File: src/rtl/pipe_ctrl.sv
// Pipeline hazard controller: per-stage stall vector from priority-encoded requests,
// multi-cycle EX stall sequencing and a registered one-cycle flush/redirect.
module pipe_ctrl #(
  parameter int STAGES   = 6,
  parameter int CNT_W    = 5,
  parameter int AW       = 32,
  parameter int EX_STAGE = 3
) (
  input  logic              clk,
  input  logic              rst,
  input  logic [STAGES-1:0] stallreq_stage,
  input  logic              stallreq_bubble,
  input  logic              mc_start,
  input  logic [CNT_W-1:0]  mc_cycles,
  input  logic              flush_req,
  input  logic [AW-1:0]     flush_pc,
  output logic [STAGES-1:0] stall,
  output logic              flush,
  output logic [AW-1:0]     new_pc,
  output logic              mc_busy,
  output logic [1:0]        state_dbg
);

  localparam logic [1:0] IDLE  = 2'd0;
  localparam logic [1:0] MC    = 2'd1;
  localparam logic [1:0] FLUSH = 2'd2;

  logic [1:0]        state_q, state_d;
  logic [CNT_W-1:0]  cnt_q, cnt_d;
  logic              flush_q, flush_d;
  logic [AW-1:0]     new_pc_q, new_pc_d;
  logic              mc_busy_q, mc_busy_d;

  logic [STAGES-1:0] req_mask;
  logic [STAGES-1:0] ex_mask;
  logic              any_req;
  logic              mc_go;

  // A stall at stage k must also hold every stage upstream of it.
  always_comb begin
    any_req  = 1'b0;
    req_mask = '0;
    for (int i = STAGES - 1; i >= 0; i--) begin
      any_req     = any_req | stallreq_stage[i];
      req_mask[i] = any_req;
    end
    if (!any_req && stallreq_bubble) req_mask[1] = 1'b1;
  end

  always_comb begin
    ex_mask = '0;
    for (int i = 0; i < STAGES; i++) begin
      ex_mask[i] = (i <= EX_STAGE);
    end
  end

  assign mc_go = mc_start && (mc_cycles != '0);

  always_comb begin
    stall = '0;
    if (!rst) begin
      case (state_q)
        IDLE:    stall = mc_go ? (req_mask | ex_mask) : req_mask;
        MC:      stall = req_mask | ex_mask;
        default: stall = '0;
      endcase
    end
  end

  always_comb begin
    state_d  = state_q;
    cnt_d    = cnt_q;
    new_pc_d = new_pc_q;
    if (flush_req) begin
      state_d  = FLUSH;
      cnt_d    = '0;
      new_pc_d = flush_pc;
    end else begin
      case (state_q)
        IDLE: begin
          // N=1 is covered entirely by the combinational stall in this cycle.
          if (mc_start && mc_cycles > CNT_W'(1)) begin
            state_d = MC;
            cnt_d   = mc_cycles - CNT_W'(1);
          end
        end
        MC: begin
          cnt_d = cnt_q - CNT_W'(1);
          if (cnt_q <= CNT_W'(1)) begin
            state_d = IDLE;
            cnt_d   = '0;
          end
        end
        default: state_d = IDLE;
      endcase
    end
    flush_d   = (state_d == FLUSH);
    mc_busy_d = (state_d == MC);
  end

  always_ff @(posedge clk) begin
    if (rst) begin
      state_q   <= IDLE;
      cnt_q     <= '0;
      flush_q   <= 1'b0;
      new_pc_q  <= '0;
      mc_busy_q <= 1'b0;
    end else begin
      state_q   <= state_d;
      cnt_q     <= cnt_d;
      flush_q   <= flush_d;
      new_pc_q  <= new_pc_d;
      mc_busy_q <= mc_busy_d;
    end
  end

  assign flush     = flush_q;
  assign new_pc    = new_pc_q;
  assign mc_busy   = mc_busy_q;
  assign state_dbg = state_q;

endmodule

File: config.mk
export PLATFORM = sky130hd
export DESIGN_NAME = pipe_ctrl
export DESIGN_NICKNAME = d
export VERILOG_FILES = /design/src/rtl/pipe_ctrl.sv
export SDC_FILE = /design/constraint.sdc
export NUM_CORES = 1
export LEC_CHECK = 0
export ABC_AREA = 1
export CORE_MARGIN = 5
export CORE_UTILIZATION = 30
export DETAILED_ROUTE_END_ITERATION = 10
export GPL_TIMING_DRIVEN = 0
export HOLD_SLACK_MARGIN = 0.03
export PLACE_DENSITY = 0.67
export SETUP_SLACK_MARGIN = 0.02
export SLEW_MARGIN = 0
export SYNTH_ARGS = -nofsm -noshare
export SYNTH_HDL_FRONTEND = slang
export SYNTH_SLANG_ARGS = --single-unit
File: constraint.sdc
create_clock -name clk -period 1.6 [get_ports clk]
set_clock_uncertainty 0.15 [all_clocks]
set_input_delay 0.16 -clock clk [delete_from_list [all_inputs] [get_ports clk]]
set_output_delay 0.16 -clock clk [all_outputs]
set_load 0.005 [all_outputs]
==> impl_summary.txt, run 1 <==
----------------------------------------------------
[Run status]
  Status ... complete, no violations

[Die]
  Boundary pin count ... 90
  DIE HEIGHT ... approximately 86 um
  Die Span X ... 86.2 um
  Area of the die ... 0.00743 mm2
  Total core area ... 0.00557 mm2
  Count of standard-cell rows ... 27
  Effective utilization at floorplan ... 31.2%

[Synth]
  Combined area of all synthesized cells ... approximately 0.0017 mm2
  Synthesis Warnings ... 0
  Cell type with the highest aggregate area in the netlist ... sky130_fd_sc_hd__dfxtp_1
  Synthesized net count ... 257
  Mean post-synth cell area ... approximately 8.5 um2
  Number of different library cells in the post-synthesis netlist ... 23
  Share of synthesized area occupied by flip-flops and latches ... a little under half
  Top post-synthesis cells by area ... sky130_fd_sc_hd__dfxtp_1, sky130_fd_sc_hd__a22o_1, sky130_fd_sc_hd__nand2_1, sky130_fd_sc_hd__nor2_1, sky130_fd_sc_hd__inv_1
  Gate Count Post-Synth ... 204
  Share of the synthesized area in the top cell type ... a little under half
  Number of storage elements in the synthesis netlist ... about 40

[GRT]
  Met1 Use GR ... 14.5%
  Antenna violations before repair ... 0
  Pin count of the biggest net entering global routing ... 13
  Most Crowded Layer GR ... met2
  Overall track demand over capacity in global routing ... a little over an eighth
  Vias in the first global route ... 1748
  Global route total overflow ... 0
  Met2 track utilization from global routing ... 20.7%
  Met3 track demand over resource in global routing ... 8.56%
  Wire length of the first global-routing pass ... 7870 um

[Final layout]
  Total Nets Final ... 360
  Fraction of layout instances using a drive strength above 1 ... about a fifth
  Final cell area excluding filler cells ... a little under 0.003 mm2
  Antenna diodes ... 0
  Filler cell count in the final layout ... 561
  Layout overhead on the synthesized area ... 65.8%

[Clock tree]
  Total CTS buffers ... 5
  Root cell of the clock tree ... sky130_fd_sc_hd__clkbuf_8
  Clock tree from TritonCTS ... done
  Worst-path clk slew ... 0.07 ns
  Maximum clock path buffer count ... 2
  H-tree levels ... 2
  Clk Latency, worst-skew pair ... 0.28 ns
  CTS sink count ... 41
  Number of hold-repair buffers added at the cts stage ... 0

[Placement]
  GP Congestion ... 0.801
  Number of port buffers ... around 90
  Total half-perimeter wirelength after legalization and detailed placement ... 3560 um
  Post-DP Area ... 0.00272 mm2

[Detailed routing]
  Post-detailed-route count of antenna-violating nets ... 0
  Total via count in the routed design ... around 1700
  Drt first pass iters ... 4
  Detailed-route wire length per cell ... approximately 13 um
  Drt initial violations ... 87
  Post-detailed-route via-to-cell ratio ... 4.59
  Routed Wire Length ... 4880 um
  Drt drc ... 0

[Timing]
  Fmax ... between 0.6 and 0.7 GHz
  Max transition margin ... 72.2%
  Worst hold slack ... roughly 0.15 ns
  RSZ-0062 raised after global routing ... yes
  Min Clock Period, post-route ... 1.53 ns
  Number of hold violations in the final report ... 0
  Final count of negative-setup-slack endpoints ... 0
  Post-route setup TNS ... 0 ns
  Max Slew Vio Count ... 0
  Slew at the pin closest to its max-slew limit ... 0.417 ns
  Share of the clock period used by the worst path after layout ... approximately 96%

[Critical path]
  Endpoint arrival time on the critical path ... 1.22 ns
  Crit Path Max Fanout ... 2
  Number of cells traversed by the worst register-to-register path ... 10
  Worst path buffer plus inverter count ... 3
  Top delay family on crit path ... buffers and inverters
  Crit end category ... output port
  Cells along the critical path ... clkdlybuf4s50_1 -> inv_1 -> nand2_2 -> nor2_4 -> nand2_2 -> a21oi_1 -> a21oi_1 -> clkbuf_2
  Beginning of the worst register-to-register path ... cnt_q[0]
  Startpoint-to-endpoint class of the critical path ... in -> out
  Crit path max-delay cell type ... sky130_fd_sc_hd__clkdlybuf4s50_1
  CP max stage delay ... 0.40 ns
  Required @ worst endpoint ... 1.29 ns
  Endpoint of the most critical register-to-register path ... cnt_q[4]
  Kind of start point of the critical path ... input pin
  Setup slack of the most critical reg-to-reg path ... 0.19 ns

[Hold path]
  Worst Hold Path Cells ... 4
  Hold Path Class ... in -> reg
  Min-Delay Endpoint ... cnt_q[0]
  Hold Path Origin ... mc_cycles[0]

[Power and ir drop]
  Power density over the cells ... 780 mW/mm2
  Static leakage ... 1.26 nW
  Worst supply voltage drop on vdd ... 546 uV

[Flow run]
  Reported max-cap violation count ... 0

----------------------------------------------------
per-stage QoR:
stage | utilization [%] | total power [mW] | setup WS (ns) | std cells
after floorplan | - | 1.34 | 0.318 | 204
after global routing | 51.8 | 2.40 | -0.0108 | 379
after detailed placement | 48.8 | 1.62 | -0.581 | 365
after CTS | 51.2 | 2.28 | -0.00371 | 378
after global placement | 48.8 | 1.62 | -0.574 | 365
final | 51.8 | 2.25 | 0.0691 | 379
layout make-up:
class,instances,area (um2),area share [%]
clock inverters,1,8.76,0.303
repair buffers,96,913,31.6
plain buffers,7,48.8,1.69
well taps,72,90.1,3.12
flip-flops and latches,41,825,28.6
inverters,26,103,3.55
clock buffers,6,72.6,2.51
multi-input cells,130,827,28.6
registers in the layout, indices dropped and copies added (netlist names):
name       cells
new_pc        32
flush          1
cnt_q          5
state_dbg      2
mc_busy        1
cell usage after synthesis (all sizes together):
library cell / number
dfxtp: 41
nor2: 36
nand2: 33
a22o: 32
inv: 26
nand3: 11
o21ai: 7
buf: 6
ha: 5
a21oi: 4
clkbuf: 1
o22ai: 1
xor2: 1
worst max path at each step:
stage / from / end / slack (ns) / depth (start not counted)
finish: stallreq_stage[3] / stall[1] / 0.07 / 8
global route: stallreq_stage[3] / stall[1] / -0.01 / 8
CTS: stallreq_stage[3] / stall[1] / -0.004 / 8
detailed placement: mc_cycles[0] / stall[1] / -0.58 / 9
global placement: mc_cycles[0] / stall[1] / -0.57 / 9
floorplan: cnt_q[0] / cnt_q[4] / 0.32 / 10
worst reg2reg max path: cells and delay by family, from the launching register on:
kind | cells | cell delay, ns
AND/OR/NAND/NOR | 7 | 0.46
flip-flops | 1 | 0.37
adder cells (fa/ha/maj) | 1 | 0.23
buffers and inverters | 2 | 0.11
power breakdown:
part | internal, mW | switching [mW] | leakage [nW]
sequential | 1.08 | 0.0358 | 0.339
clock | 0.302 | 0.336 | 0.0412
combinational | 0.297 | 0.204 | 0.878
metal layers:
| layer | vias to the layer above | share of wire [%] |
|---|---|---|
| met3 | 12 | 14 |
| met4 | 0 | 2.4 |
| li1 | 878 | - |
| met1 | 766 | 41 |
| met5 | - | 0 |
| met2 | 82 | 42 |
logic make-up (layout without fill, tap and decap cells):
kind of cell	count (synthesis)	after routing	synth area share, %
simple gates	80	80	19.8
compound gates	44	44	20.5
flops	41	41	47.1
buf+inv	33	136	8.55
fa+ha+maj	5	5	3.59
xor+xnor	1	1	0.503
what timing repair did:
action	4_1_cts	5_1_grt
setup endpoints to repair	7	6
resized for setup	42	17
endpoints found under the hold margin	0	0
buffers inserted	6	1
pin swaps	9	4
layout by cell type, fill, tap and decap left out, types with 3 or more instances in the layout:
master                            count
sky130_fd_sc_hd__nor2_2               6
sky130_fd_sc_hd__inv_2               10
sky130_fd_sc_hd__a22o_1              32
sky130_fd_sc_hd__buf_6                3
sky130_fd_sc_hd__ha_1                 4
sky130_fd_sc_hd__clkbuf_8             5
sky130_fd_sc_hd__clkdlybuf4s50_1     75
sky130_fd_sc_hd__nor2_1              25
sky130_fd_sc_hd__nand2_2              5
sky130_fd_sc_hd__dfxtp_1             40
sky130_fd_sc_hd__nand2_1             28
sky130_fd_sc_hd__nand3_1             11
sky130_fd_sc_hd__inv_1               14
sky130_fd_sc_hd__o21ai_1              4
sky130_fd_sc_hd__buf_4                7
sky130_fd_sc_hd__buf_2                7
sky130_fd_sc_hd__nor2_4               5
sky130_fd_sc_hd__dlygate4sd2_1        5
Power figures use the tool's default switching activity.
==> inputs of run 2 (changes only) <==
--- a/config.mk
+++ b/config.mk
@@ -9,10 +9,10 @@
 export CORE_MARGIN = 5
 export CORE_UTILIZATION = 30
 export DETAILED_ROUTE_END_ITERATION = 10
-export GPL_TIMING_DRIVEN = 0
 export HOLD_SLACK_MARGIN = 0.03
 export PLACE_DENSITY = 0.67
 export SETUP_SLACK_MARGIN = 0.02
+export SKIP_LAST_GASP = 1
 export SLEW_MARGIN = 0
 export SYNTH_ARGS = -nofsm -noshare
 export SYNTH_HDL_FRONTEND = slang
==> run 2 against run 1 <==
Effect of this change:
- non-clock buffer count increased by 11
- power is 2.2% higher
- count of clock-buffer cells in the layout stayed put
- combinational power up 4.6%
- first-iteration DRC count down 16%
- core utilization increased by 1.5 points
- worst setup slack improved by 0.020 ns
- clock power grew 4.2%
- cell count rose by 3.2%
==> impl_summary.txt, run 2 (synthesis results as in run 1) <==
----------------------------------------------------
[Timing]
  Slew at the pin closest to its max-slew limit ... 0.285 ns (-0.132 ns)
  Post-route setup slack ... 0.0889 ns (+0.0198 ns)
  Share of the clock period used by the worst path after layout ... 94.4% (-1.2 points)
  Max Slew Vio Count ... 0 (unchanged)
  Max transition margin ... 80.9% (+8.7 points)
  Final count of negative-setup-slack endpoints ... 0 (unchanged)
  Min Clock Period, post-route ... 1.51 ns (-0.0198 ns)
  Fmax ... 0.662 GHz (+1.3%)
  RSZ-0062 raised after global routing ... yes
  Number of hold violations in the final report ... 0 (unchanged)

[GRT]
  Vias in the first global route ... 1696 (-3.0%)
  Antenna violations before repair ... 1 (+1)
  Overall track demand over capacity in global routing ... 12.5% (-0.67 points)
  Global route total overflow ... 0 (unchanged)
  Wire length of the first global-routing pass ... 7530 um (-4.3%)
  Pin count of the biggest net entering global routing ... 34 (+21)

[Hold path]
  Worst Hold Path Cells ... 7 (+3)
  Hold Path Class ... in -> reg
  Min-Delay Endpoint ... cnt_q[4]
  Hold Path Origin ... mc_cycles[2]

[Critical path]
  Cells along the critical path ... clkdlybuf4s50_1 -> inv_1 -> nand2_1 -> nor2_2 -> nand2_2 -> nor2_1 -> a21oi_1 -> buf_2
  Crit Path Max Fanout ... 2 (unchanged)
  Crit end category ... output port
  Endpoint of the most critical register-to-register path ... cnt_q[4]
  Number of cells on the critical path ... 8 (unchanged)
  Startpoint-to-endpoint class of the critical path ... in -> out
  Setup slack of the most critical reg-to-reg path ... 0.15 ns (-0.04 ns)
  Top delay family on crit path ... buffers and inverters
  Kind of start point of the critical path ... input pin
  Worst path buffer plus inverter count ... 3 (unchanged)
  Crit path max-delay cell type ... sky130_fd_sc_hd__clkdlybuf4s50_1
  CP max stage delay ... 0.40 ns (about the same)
  Number of cells traversed by the worst register-to-register path ... 10 (unchanged)
  Endpoint arrival time on the critical path ... 1.20 ns (-0.02 ns)
  Required @ worst endpoint ... 1.29 ns (about the same)
  Beginning of the worst register-to-register path ... cnt_q[0]

[Detailed routing]
  Drt initial violations ... 73 (-16%)
  Highest routing layer actually used ... met4
  Drt drc ... 0 (unchanged)
  Routed Wire Length ... 4730 um (-3.0%)
  Routed length on met2 ... 2000 um (-2.8%)
  Length of routed met3 wiring ... 628 um (-9.6%)
  Post-detailed-route via-to-cell ratio ... 4.41 (-3.8%)
  Total via count in the routed design ... 1724 (-0.81%)
  Post-detailed-route count of antenna-violating nets ... 0 (unchanged)
  Drt first pass iters ... 4 (unchanged)
  Sum of routed wire segments on met1 ... 2080 um (+3.4%)
  Detailed-route wire length per cell ... 12.1 um (-6.0%)

[Die]
  Boundary pin count ... 90 (unchanged)
  DIE HEIGHT ... 86.2 um (unchanged)
  Die Span X ... 86.2 um (unchanged)
  Effective utilization at floorplan ... 31.2% (unchanged)
  Total core area ... 0.00557 mm2 (unchanged)
  Count of standard-cell rows ... 27 (unchanged)
  Area of the die ... 0.00743 mm2 (unchanged)

[Placement]
  Post-DP Area ... 0.00284 mm2 (+4.2%)
  GP Congestion ... 0.813 (+1.4%)
  Minimum setup slack after placement ... -0.519 ns (+0.0622 ns)
  Placed instance count ... 376 (+3.0%)
  Number of port buffers ... 89 (unchanged)
  Total half-perimeter wirelength after legalization and detailed placement ... 3560 um (+0.14%)

[Clock tree]
  H-tree levels ... 2 (unchanged)
  Clock tree from TritonCTS ... done
  Worst-path clk slew ... 0.07 ns (about the same)
  Number of hold-repair buffers added at the cts stage ... 0 (unchanged)
  Root cell of the clock tree ... sky130_fd_sc_hd__clkbuf_8
  Maximum clock path buffer count ... 2 (unchanged)
  CTS sink count ... 41 (unchanged)
  Total CTS buffers ... 5 (unchanged)
  Clk Latency, worst-skew pair ... 0.28 ns (about the same)

[Flow run]
  Reported max-cap violation count ... 0 (unchanged)

[Final layout]
  Total Nets Final ... 371 (+3.1%)
  Layout overhead on the synthesized area ... 70.7%
  Commonest cells after routing, fill and taps aside ... sky130_fd_sc_hd__clkdlybuf4s50_1, sky130_fd_sc_hd__dfxtp_1, sky130_fd_sc_hd__a22o_1
  Flip-flop count of the largest register, all copies and words added ... 32 (unchanged)
  Final instance count without filler cells ... 391 (+3.2%)
  Leading cell type in the layout, fill and taps excluded ... sky130_fd_sc_hd__clkdlybuf4s50_1
  Final cell area excluding filler cells ... 0.00297 mm2 (+2.9%)
  Fraction of layout instances using a drive strength above 1 ... 21.7% (+1.8 points)

[Power and ir drop]
  Worst supply voltage drop on vdd ... 534 uV (-2.2%)
  Power after layout ... 2.30 mW (+2.2%)
  Static leakage ... 1.34 nW (+6.8%)
  Power density over the cells ... 774 mW/mm2 (-0.76%)

[Run status]
  Status ... complete, no violations

----------------------------------------------------
-- run 2: what timing repair did --
item                       4_1_cts  5_1_grt
setup buffers                    4        3
pin swaps                       13        5
setup endpoints to repair        6        5
resized for setup               31       15
-- run 2: how the worst max path moves through the flow --
stage                                 start       end  slack (ns)
after global placement         mc_cycles[0]  stall[1]       -0.46
after global routing           mc_cycles[4]  stall[3]       0.003
after detailed placement       mc_cycles[0]  stall[1]       -0.52
final                     stallreq_stage[3]  stall[0]        0.09
after CTS                          mc_start  stall[1]       -0.02
after floorplan                    cnt_q[0]  cnt_q[4]        0.32
-- run 2: metal layers --
metal / track usage (%) / up-vias
li1: - / 904
met1: 14.3 / 741
met2: 19.6 / 77
met3: 7.79 / 2
met4: 3.40 / 0
met5: 0 / -
-- run 2: cell type report --
cell class / instances / area (um2)
fill: 535 / 2600
multi-input combinational: 130 / 800
tap: 72 / 90.1
antenna: 1 / 2.50
sequential: 41 / 823
clock inverter: 1 / 7.51
timing repair buffer: 114 / 1070
inverter: 26 / 100
clock buffer: 6 / 82.6
-- run 2: power breakdown --
part           internal, mW  switching (mW)
logic                 0.318           0.205
registers              1.08          0.0338
clock network         0.341           0.324
-- run 2: through the flow --
step | hold slack [ns] | TNS [ns] | utilization [%]
3_3_place_gp | 0.315 | -3.25 | 50.9
5_1_grt | 0.258 | 0 | 53.3
3_5_place_dp | 0.320 | -3.57 | 50.9
6_report | 0.222 | 0 | 53.3
2_1_floorplan | 0.0824 | 0 | -
4_1_cts | 0.198 | -0.0231 | 53.0
-- run 2: worst register-to-register path: stages, from the launching register on --
cell and delay, ns:
sky130_fd_sc_hd__dfxtp_1 0.38, sky130_fd_sc_hd__inv_1 0.12, sky130_fd_sc_hd__ha_1 0.26, sky130_fd_sc_hd__nand2_1 0.08, sky130_fd_sc_hd__nand2_1 0.05, sky130_fd_sc_hd__nand2_1 0.06
sky130_fd_sc_hd__inv_2 0.03, sky130_fd_sc_hd__nand2_1 0.05, sky130_fd_sc_hd__nand2_1 0.04, sky130_fd_sc_hd__nor2_1 0.09, sky130_fd_sc_hd__nor2_1 0.04
==> inputs of run 3 (changes only) <==
--- a/config.mk
+++ b/config.mk
@@ -6,11 +6,14 @@
 export NUM_CORES = 1
 export LEC_CHECK = 0
 export ABC_AREA = 1
+export CELL_PAD_IN_SITES_DETAIL_PLACEMENT = 1
+export CELL_PAD_IN_SITES_GLOBAL_PLACEMENT = 2
+export CORE_ASPECT_RATIO = 1.2
 export CORE_MARGIN = 5
-export CORE_UTILIZATION = 30
+export CORE_UTILIZATION = 21
 export DETAILED_ROUTE_END_ITERATION = 10
 export HOLD_SLACK_MARGIN = 0.03
-export PLACE_DENSITY = 0.67
+export PLACE_DENSITY = 0.82
 export SETUP_SLACK_MARGIN = 0.02
 export SKIP_LAST_GASP = 1
 export SLEW_MARGIN = 0
==> run 3 against run 2 <==
Effect of this change:
- critical path depth up 7
- sequential power about the same
- wire length up 20%
- global-route usage down 1.6 points
- fmax down 2.9%
- cell area up 4.8%
- register-to-register slack about the same
==> impl_summary.txt, run 3 (synthesis results as in run 1) <==
----------------------------------------------------
[Timing]
  Max transition margin ... 79.2% (-1.7 points)
  Max Slew Vio Count ... 0 (unchanged)
  Min Clock Period, post-route ... 1.56 ns (+0.0444 ns)
  Slew at the pin closest to its max-slew limit ... 0.311 ns (+0.0256 ns)
  Share of the clock period used by the worst path after layout ... 97.2% (+2.8 points)
  Post-route setup slack ... 0.0446 ns (-0.0444 ns)
  Number of hold violations in the final report ... 0 (unchanged)
  Worst hold slack ... 0.196 ns (-0.0259 ns)
  RSZ-0062 raised after global routing ... yes
  Fmax ... 0.643 GHz (-2.9%)
  Final count of negative-setup-slack endpoints ... 0 (unchanged)

[Final layout]
  Total Nets Final ... 382 (+3.0%)
  Antenna diodes ... 0 (-1)
  Filler cell count in the final layout ... 973 (+82%)
  Fraction of layout instances using a drive strength above 1 ... 27.4% (+5.7 points)
  Flip-flop count of the largest register, all copies and words added ... 32 (unchanged)
  Leading cell type in the layout, fill and taps excluded ... sky130_fd_sc_hd__clkdlybuf4s50_1
  Commonest cells after routing, fill and taps aside ... sky130_fd_sc_hd__clkdlybuf4s50_1, sky130_fd_sc_hd__dfxtp_1, sky130_fd_sc_hd__buf_4
  Layout overhead on the synthesized area ... 79.0%
  Final instance count without filler cells ... 424 (+8.4%)

[Clock tree]
  Total CTS buffers ... 5 (unchanged)
  Clock tree from TritonCTS ... done
  Maximum clock path buffer count ... 2 (unchanged)
  CTS sink count ... 41 (unchanged)
  Number of hold-repair buffers added at the cts stage ... 0 (unchanged)
  Root cell of the clock tree ... sky130_fd_sc_hd__clkbuf_8
  Clk Latency, worst-skew pair ... 0.29 ns (about the same)
  Worst-path clk slew ... 0.08 ns (about the same)
  H-tree levels ... 2 (unchanged)

[Power and ir drop]
  Power density over the cells ... 749 mW/mm2 (-3.2%)
  Worst supply voltage drop on vdd ... 378 uV (-29%)
  Static leakage ... 1.39 nW (+3.8%)
  Power after layout ... 2.33 mW (+1.4%)

[GRT]
  Vias in the first global route ... 1957 (+15%)
  Wire length of the first global-routing pass ... 8900 um (+18%)
  Overall track demand over capacity in global routing ... 10.9% (-1.6 points)
  Pin count of the biggest net entering global routing ... 34 (unchanged)
  Global route total overflow ... 0 (unchanged)
  Antenna violations before repair ... 0 (-1)

[Die]
  DIE HEIGHT ... 110 um (+27%)
  Area of the die ... 0.0102 mm2 (+38%)
  Count of standard-cell rows ... 36 (+33%)
  Die Span X ... 93.1 um (+8.1%)
  Total core area ... 0.00811 mm2 (+45%)
  Boundary pin count ... 90 (unchanged)
  Effective utilization at floorplan ... 21.5% (-9.8 points)

[Placement]
  GP Congestion ... 0.710 (-13%)
  Placed instance count ... 399 (+6.1%)
  Minimum setup slack after placement ... -0.554 ns (-0.0350 ns)
  Total half-perimeter wirelength after legalization and detailed placement ... 4310 um (+21%)
  Number of port buffers ... 89 (unchanged)

[Critical path]
  Crit path max-delay cell type ... sky130_fd_sc_hd__ha_4
  Kind of start point of the critical path ... input pin
  Crit Path Max Fanout ... 3 (+1)
  Most frequent cell on the critical path ... sky130_fd_sc_hd__buf_4
  Crit end category ... flop
  Endpoint arrival time on the critical path ... 1.58 ns (+0.38 ns)
  Required @ worst endpoint ... 1.63 ns (+0.34 ns)
  CP max stage delay ... 0.16 ns (-0.24 ns)
  Startpoint-to-endpoint class of the critical path ... in -> reg
  Cells along the critical path ... buf_2 -> inv_2 -> buf_4 -> buf_4 -> buf_4 -> buf_4 -> buf_4 -> buf_4 -> ha_4 -> inv_2 -> o21ai_1 -> nand3_1 -> nand2_1 -> nor2_1 -> nor2_1

[Detailed routing]
  Drt drc ... 0 (unchanged)
  Post-detailed-route via-to-cell ratio ... 4.34 (-1.6%)
  Routed Wire Length ... 5690 um (+20%)
  Drt first pass iters ... 4 (unchanged)
  Detailed-route wire length per cell ... 13.4 um (+11%)
  Total via count in the routed design ... 1840 (+6.7%)
  Drt initial violations ... 32 (-56%)
  Post-detailed-route count of antenna-violating nets ... 0 (unchanged)

[Flow run]
  Reported max-cap violation count ... 0 (unchanged)

[Hold path]
  Hold Path Class ... in -> reg

[Run status]
  Status ... complete, no violations

----------------------------------------------------
run 3: changes by cell type in the layout (fill, tap and decap cells not counted), moves of 3 or more:
cell / change
sky130_fd_sc_hd__buf_2: +4
sky130_fd_sc_hd__buf_4: +10
sky130_fd_sc_hd__inv_1: -3
sky130_fd_sc_hd__nand2_1: -4
run 3: worst paths after layout:
kind / from / cells past startpoint / end / slack, ns
hold reg to reg: new_pc[25] / 1 / new_pc[25] / 0.34
setup / recovery: mc_cycles[0] / 15 / cnt_q[4] / 0.04
hold / removal: mc_cycles[0] / 5 / cnt_q[0] / 0.20
setup reg to reg: state_dbg[0] / 9 / cnt_q[4] / 0.16
run 3: layout make-up:
type / count / area (um2) / share of cell area [%]
flip-flops and latches: 41 / 823 / 26.4
clock buffers: 6 / 72.6 / 2.33
repair buffers: 125 / 1130 / 36.3
well taps: 95 / 119 / 3.81
inverters: 26 / 105 / 3.37
clock inverters: 1 / 8.76 / 0.281
multi-input cells: 130 / 856 / 27.5
run 3: routing by layer:
layer | track usage, % | vias to the layer above | routed length [um]
met5 | 0 | - | 0
met4 | 3.77 | 0 | 99
met3 | 4.24 | 9 | 445
met2 | 19.7 | 52 | 3030
met1 | 11.4 | 857 | 2110
li1 | - | 922 | -
run 3: per-stage QoR:
stage / TNS [ns] / instance area [um2] / util, %
2_1_floorplan: 0 / 1740 / -
3_3_place_gp: -3.49 / 2850 / 35.2
3_5_place_dp: -3.88 / 2850 / 35.2
4_1_cts: -0.334 / 3060 / 37.7
5_1_grt: -0.0406 / 3120 / 38.4
6_report: 0 / 3120 / 38.4
run 3: repair_timing:
item / 4_1_cts / 5_1_grt
resized for setup: 38 / 34
buffers inserted: 17 / 1
pin swaps: 11 / 17
endpoints found under the setup margin: 7 / 7
run 3: report_power, final:
group | leakage, nW | internal, mW | total, mW | switching [mW]
Clock | 0.0412 | 0.302 | 0.656 | 0.354
Sequential | 0.339 | 1.08 | 1.11 | 0.0332
Combinational | 1.01 | 0.338 | 0.566 | 0.228
Total | 1.39 | 1.72 | 2.33 | 0.615
run 3: critical path: cells and delay by family:
family                   cells  cell delay, ns
AO/OA/AOI/OAI                1            0.06
AND/OR/NAND/NOR              4            0.29
buffers and inverters        9            0.92
adder cells (fa/ha/maj)      1            0.16
